--- config.mk ---
export PLATFORM = sky130hd
export DESIGN_NAME = step_sequencer
export DESIGN_NICKNAME = d
export VERILOG_FILES = /design/src/rtl/step_sequencer.sv
export SDC_FILE = /design/constraint.sdc
export NUM_CORES = 1
export LEC_CHECK = 0
export ABC_AREA = 1
export CAP_MARGIN = 20
export CORE_UTILIZATION = 38
export CTS_CLUSTER_SIZE = 10
export DETAILED_ROUTE_END_ITERATION = 8
export PLACE_DENSITY = 0.78
export SLEW_MARGIN = 20
export SYNTH_ARGS = -nofsm -noshare
export SYNTH_HDL_FRONTEND = slang
export SYNTH_SLANG_ARGS = --single-unit
--- constraint.sdc ---
create_clock -name clk -period 3.9 [get_ports clk]
set_clock_uncertainty 0.2 [all_clocks]
set_input_delay 0.585 -clock clk [delete_from_list [all_inputs] [get_ports clk]]
set_output_delay 0.585 -clock clk [all_outputs]
set_load 0.02 [all_outputs]
--- src/rtl/step_sequencer.sv ---
// ---------------------------------------------------------------------------
// step_sequencer -- instruction step sequencer for the tiny16 core.
//
// Owns the step counter and walks it through the fetch steps
// (0..FETCH_STEPS-1) and the execute steps (FETCH_STEPS..MAX_STEP). It also
// handles run/stop/halt.
//
// Ports
//   clk, rst_n      clock, asynchronous active-low reset
//   start_i         begin/resume execution from IDLE or HALT (level)
//   stop_i          request a stop at the next instruction boundary
//   mem_ack_i       fetch read completed (only looked at in fetch step 0)
//   stall_i         decoder stall; freezes execute
//   last_step_i     decoder: current step ends the instruction
//   hlt_i           decoder: current instruction is HLT
//   step_o          registered step counter
//   mem_req_o       fetch read request (FETCH and step 0)
//   fetch_o/exec_o  phase indicators
//   running_o       FETCH or EXEC
//   halted_o        HALT
//   step_ovf_o      sticky: an instruction ran past MAX_STEP w/o last_step
//   instr_cnt_o     retired-instruction count
//
// Configuration: define STEP_SEQ_ICOUNT_EN to build the 16-bit
// retired-instruction counter; otherwise instr_cnt_o is tied to 0.
// ---------------------------------------------------------------------------
module step_sequencer #(
  parameter int STEP_W      = 3,
  parameter int MAX_STEP    = 7,
  parameter int FETCH_STEPS = 2
) (
  input  logic              clk,
  input  logic              rst_n,
  input  logic              start_i,
  input  logic              stop_i,
  input  logic              mem_ack_i,
  input  logic              stall_i,
  input  logic              last_step_i,
  input  logic              hlt_i,
  output logic [STEP_W-1:0] step_o,
  output logic              mem_req_o,
  output logic              fetch_o,
  output logic              exec_o,
  output logic              running_o,
  output logic              halted_o,
  output logic              step_ovf_o,
  output logic [15:0]       instr_cnt_o
);

  typedef enum logic [1:0] {S_IDLE, S_FETCH, S_EXEC, S_HALT} state_t;

  localparam logic [STEP_W-1:0] LAST_FETCH = STEP_W'(FETCH_STEPS - 1);
  localparam logic [STEP_W-1:0] STEP_MAX   = STEP_W'(MAX_STEP);

  state_t              state_q, state_d;
  logic [STEP_W-1:0]   step_q, step_d;
  logic                stop_q, stop_d;
  logic                ovf_q, ovf_d;
  logic                retire;

  // State register
  always_ff @(posedge clk or negedge rst_n) begin
    if (!rst_n) begin
      state_q <= S_IDLE;
      step_q  <= '0;
      stop_q  <= 1'b0;
      ovf_q   <= 1'b0;
    end else begin
      state_q <= state_d;
      step_q  <= step_d;
      stop_q  <= stop_d;
      ovf_q   <= ovf_d;
    end
  end

  // Next-state logic
  always_comb begin
    state_d = state_q;
    step_d  = step_q;
    stop_d  = stop_q;
    ovf_d   = ovf_q;
    retire  = 1'b0;
    unique case (state_q)
      S_IDLE: begin
        stop_d = 1'b0;
        if (start_i) begin
          state_d = S_FETCH;
          step_d  = '0;
        end
      end
      S_FETCH: begin
        if (stop_i) stop_d = 1'b1;
        // Step 0 waits for memory; later fetch steps advance freely.
        if (step_q != '0 || mem_ack_i) begin
          step_d = step_q + 1'b1;
          if (step_q == LAST_FETCH) state_d = S_EXEC;
        end
      end
      S_EXEC: begin
        if (stop_i) stop_d = 1'b1;
        if (!stall_i) begin
          if (hlt_i) begin
            state_d = S_HALT;
            step_d  = '0;
            stop_d  = 1'b0;
            retire  = 1'b1;
          end else if (last_step_i || step_q == STEP_MAX) begin
            retire = 1'b1;
            step_d = '0;
            if (!last_step_i) ovf_d = 1'b1;
            // A stop arriving on the retiring cycle itself still counts
            // for this boundary rather than being dropped.
            state_d = (stop_q || stop_i) ? S_IDLE : S_FETCH;
            stop_d  = 1'b0;
          end else begin
            step_d = step_q + 1'b1;
          end
        end
      end
      S_HALT: begin
        step_d = '0;
        if (start_i) state_d = S_FETCH;
      end
      default: begin
        state_d = S_IDLE;
        step_d  = '0;
      end
    endcase
  end

  // Output decode
  always_comb begin
    fetch_o   = (state_q == S_FETCH);
    exec_o    = (state_q == S_EXEC);
    running_o = fetch_o | exec_o;
    halted_o  = (state_q == S_HALT);
    mem_req_o = fetch_o && (step_q == '0);
  end

  assign step_o     = step_q;
  assign step_ovf_o = ovf_q;

`ifdef STEP_SEQ_ICOUNT_EN
  logic [15:0] cnt_q;

  always_ff @(posedge clk or negedge rst_n) begin
    if (!rst_n)      cnt_q <= '0;
    else if (retire) cnt_q <= cnt_q + 16'd1;
  end

  assign instr_cnt_o = cnt_q;
`else
  logic unused_retire;
  assign unused_retire = retire;
  assign instr_cnt_o   = '0;
`endif

endmodule

# Word-level counts from Yosys, hierarchy flattened
# Cells that the tools add are included.
word_totals:
  register_bits: 7
  latch_bits: 0
  ramBits: 0
  rom_bits: 0
  inputBits: 8
  wordCells: 51
  mem_count: 0
op_classes:
  add_sub_neg: 1
  n_mul: 0
  n_div: 0
  magnitude_cmp: 0
  eq_ne: 11
  shift: 0
  muxes: 19
  bitwise_logic: 4
  n_reduce_logical: 12
ops:
  columns: ["cell", "n"]
  rows:
  - ["two-way mux 3 bit", 5]
  - ["two-way mux 2 bit", 6]
  - ["case mux 3 bit (4 select lines)", 1]
  - ["AND reduction 5 bit", 2]
  - ["inequality test 2 x 1 -> 1 bit (second input constant)", 3]
  - ["case mux 2 bit (3 select lines)", 1]
  - ["nonzero test 3 bit", 2]
  - ["two-way mux 1 bit", 5]
  - ["== test 2 bit (second input constant)", 2]
  - ["inequality test 2 bit (second input constant)", 2]
  - ["adder 3 x 1 -> 3 bit (second input constant)", 1]
  - ["== test 3 x 1 -> 1 bit (second input constant)", 1]
  - ["== test 3 bit (second input constant)", 1]
  - ["logical NOT 3 bit", 1]
  - ["logical OR 1 bit", 3]
  - ["inequality test 3 x 2 -> 1 bit (second input constant)", 1]
  - ["NOT 1 bit", 3]
  - ["case mux 1 bit (3 select lines)", 1]
  - ["AND reduction 3 bit", 1]
  - ["== test 2 x 1 -> 1 bit (second input constant)", 1]
  - ["logical NOT 2 bit", 1]
  - ["OR reduction 2 bit", 1]
  - ["logical AND 1 bit", 1]
  - ["bitwise OR 1 bit", 1]

# Logic depth before layout (Yosys ltp)
logic_depth:
  word_depth: 6
  ltp_mapped: 9
  mapped_depth_nobuf: 9

# Worst setup path after synthesis
# Ideal clock, no wire load.
synth_timing:
  kind: "register to output"
  startpoint: "reg state_q[1]"
  endpoint: "out mem_req_o"
  arrival_ps: 1214
  required_ps: 3115
  slack_ps: 1901
  stages_incl_launch_ff: 5
  path_buffers: 0
  cell_sequence: "dfrtp_1 > inv_1 > ha_1 > inv_1 > nor2_1"
synth_between:
  elab_chain_len: 2
synth_rtl:
  columns: ["item", "line", "text"]
  rows:
  - ["start, declared", "55", "state_t state_q, state_d;"]
  - ["start signal, assigned", "69", "state_q <= state_d;"]
  - ["== test 2 x 1 -> 1 bit", "133", "fetch_o = (state_q == S_FETCH);"]
  - ["net fetch_o", "42", "output logic fetch_o,"]
  - ["logical AND 1 bit", "137", "mem_req_o = fetch_o && (step_q == '0);"]
  - ["end, declared", "41", "output logic mem_req_o,"]
# The timed path passes the listed nets, and every way through them passes these cells.

# Worst setup path in the final report
layout_timing:
  startpoint: "reg state_q[0]"
  endpoint: "out running_o"
layout_between:
  elab_chain_len: 2
  word_cells_on_any_way: 3
  classes_between: "2 x eq/ne; 1 x bitwise"
layout_rtl:
  columns: ["item", "line", "text"]
  rows:
  - ["== test 2 x 1 -> 1 bit / == test 2 bit (equally long branches)", "133, 134", null]
  - ["bitwise OR 1 bit *", "135", "running_o = fetch_o | exec_o;"]
  - ["end, declared", "44", "output logic running_o,"]
# Mark *: on every way between the ends. The rest lies on a longest branch, timed or not.

==> results.tsv <==
stage	metric	value	unit
clock_tree	clkLatencyLatePin	0.26	ns
cells_and_area	final_common_cell	nand2_1	
clock_tree	clock_path_buffers	2	
grt	antenna_found_initial	0	
cells_and_area	diodes	0	
cells_and_area	utilization	0.490	
routing	drcViolationCount	0	
critical_path	critPathLaunchType	register	
pwr	leakage	0.464	nW
clock_tree	cts_hold_buf	0	
clock_tree	cts-buffers-inserted	3	
placement	hpwl	1050	um
placement	gp_congestion	0.804	
job	maxCapViolCount	0	
critical_path	worstSetupEndpointType	primary output	
critical_path	crit_family	buffers and inverters	
cells_and_area	fin_nets	133	
synth	ys_types	18	
routing	num_vias	573	
sta	max_clock_freq	375	MHz
synth	synthCells	97	
sta	setup_violations	0	
critical_path	cpMaxStageDelayCell	clkdlybuf4s50_1	
routing	routed_wl	1300	um
placement	placed_area	820	um2
sta	hold_viol_final	0	
die	core_area	1730	um2
critical_path	criticalPathCategory	reg2out	
sta	fin_crit	2.67	ns
critical_path	worst-path-buf-inv	2	
die	start_util	0.407	
pwr	powerDensity	642	nW/um2
grt	grt_overflow	0	
cells_and_area	syn2layout_area_growth	20.3	%
critical_path	cp.required	3.12	ns
clock_tree	h-tree-depth	1	
die	rows	15	
routing	first_iter_violations	10	
die	fp.dieArea	2030	um2
clock_tree	cts_setup_buffers	0	
critical_path	cp.arrival	1.88	ns
routing	avgViaCountPerCell	4.09	
clock_tree	cts_tree	done	
clock_tree	path_clk_slew	0.06	ns
die	ios	33	
synth	yosysWarnings	0	
synth	synth_area	703	um2
critical_path	crit_path_max_fanout	9	
grt	track_usage	0.162	
grt	grt_pass1_wl	2330	um
sta	setup-tns-final	0	ns
hold_path	holdCritPathClass	reg2reg	
pwr	power.total	0.000543	W
sta	drv_slew	0	
cells_and_area	final.fill_count	196	
placement	place_inst	136	
grt	grt_pass1_vias	545	
synth	yosysSeqAreaShare	0.249	
placement	io_buffers	16	
clock_tree	clock-root-buffer	clkbuf_4	
run_status	status	complete, no violations	
synth	ys_ff_latch	7	
routing	routedWlPerCell	9.26	um
cells_and_area	design_area	846	um2
synth	postSynthAreaPerCell	7.25	um2
die	die_x	45.0	um
clock_tree	cts_sinks	7	
sta	rsz0062_at_grt	no	
clock_tree	ctsResizeCount	0	
critical_path	cp_cell_sequence	inv_1 -> ha_1 -> clkdlybuf4s50_1	
cells_and_area	finalNonFillerCells	140	
routing	ant_nets	0	
pwr	vdd_ir_drop_max	0.000461	V
grt	grt_max_degree	10	
cells_and_area	final_cell_mix	nand2_1 (19), conb_1 (16), clkdlybuf4s50_1 (16)	
die	die_y	45.0	um
cells_and_area	drive_gt1_frac	0.0957	
critical_path	slowest_delay	0.67	ns
routing	firstDrtPassIters	3	
sta	period_share	0.683	
==> synth_stat cells <==
cell type  instances  area, um2
nand2_1           19       71.3
buf_4             16        120
inv_1             14       52.6
ha_1               9        113
dfrtp_1            7        175
nor2_1             6       22.5
nand3_1            4       20.0
nand2_2            3       18.8
nand4_1            3       18.8
nor2_2             3       18.8
o21ai_0            3       15.0
o21ai_1            3       15.0
a21oi_1            2       10.0
a31o_2             1       8.76
buf_6              1       11.3
conb_1             1       3.75
inv_2              1       3.75
nor3_1             1       5.00
==> logic make-up (layout without fill, tap and decap cells) <==
family                   count (synthesis)  count (layout)  share of synthesized area
adder cells (fa/ha/maj)                  9               9                      0.160
AO/OA/AOI/OAI                            9               9                     0.0694
flip-flops                               7               7                      0.249
AND/OR/NAND/NOR                         39              39                      0.249
buffers and inverters                   32              35                      0.267
other                                    1              16                    0.00533
==> stage by stage <==
stage | hold WS (ns) | setup WS, ns
6_report | 0.275 | 1.23
3_5_place_dp | 0.262 | 1.50
3_3_place_gp | 0.261 | 1.56
4_1_cts | 0.277 | 1.22
5_1_grt | 0.302 | 1.13
2_1_floorplan | 0.0894 | 1.90
==> metal layers <==
layer  routed length (um)  part of all wire  GRT usage
met5                    0                 0          0
met2                  624              0.48      0.252
met1                  615              0.47      0.206
met3                   47             0.036     0.0360
met4                    8            0.0062     0.0909
==> worst register-to-register path, delay by kind of cell (launching register included) <==
kind / cells / cell delay, ns
AND/OR/NAND/NOR: 5 / 0.47
adder cells (fa/ha/maj): 1 / 0.45
flip-flops: 1 / 0.41
buffers and inverters: 1 / 0.09
==> worst paths after layout <==
kind	startpoint	to	slack (ns)	depth (start not counted)
max in group asynchronous	rst_n	step_o[1]	2.86	1
hold reg to reg	stop_q	stop_q	0.28	2
hold / removal	stop_q	stop_q	0.28	2
min in group asynchronous	rst_n	state_q[1]	0.39	1
setup reg to reg	state_q[0]	state_q[1]	2.18	7
setup / recovery	state_q[0]	running_o	1.23	3
==> cell type report <==
type	instances	area, um2	share of cell area
Inverter	15	56.3	0.0666
Multi-Input combinational cell	73	397	0.469
Tap cell	25	31.3	0.0370
Sequential cell	7	175	0.207
Timing Repair Buffer	16	160	0.189
Clock buffer	4	26.3	0.0311
==> sequential cells by signal (all words and copies together) (netlist names) <==
name        flops
stop_q          1
state_q         2
step_ovf_o      1
step_o          3
==> where the power goes <==
part	switching [W]	internal, W
clock	0.0000311	0.0000393
sequential	0.0000196	0.0000921
combinational	0.000219	0.000142
total	0.000270	0.000273
Power figures use the tool's default switching activity.
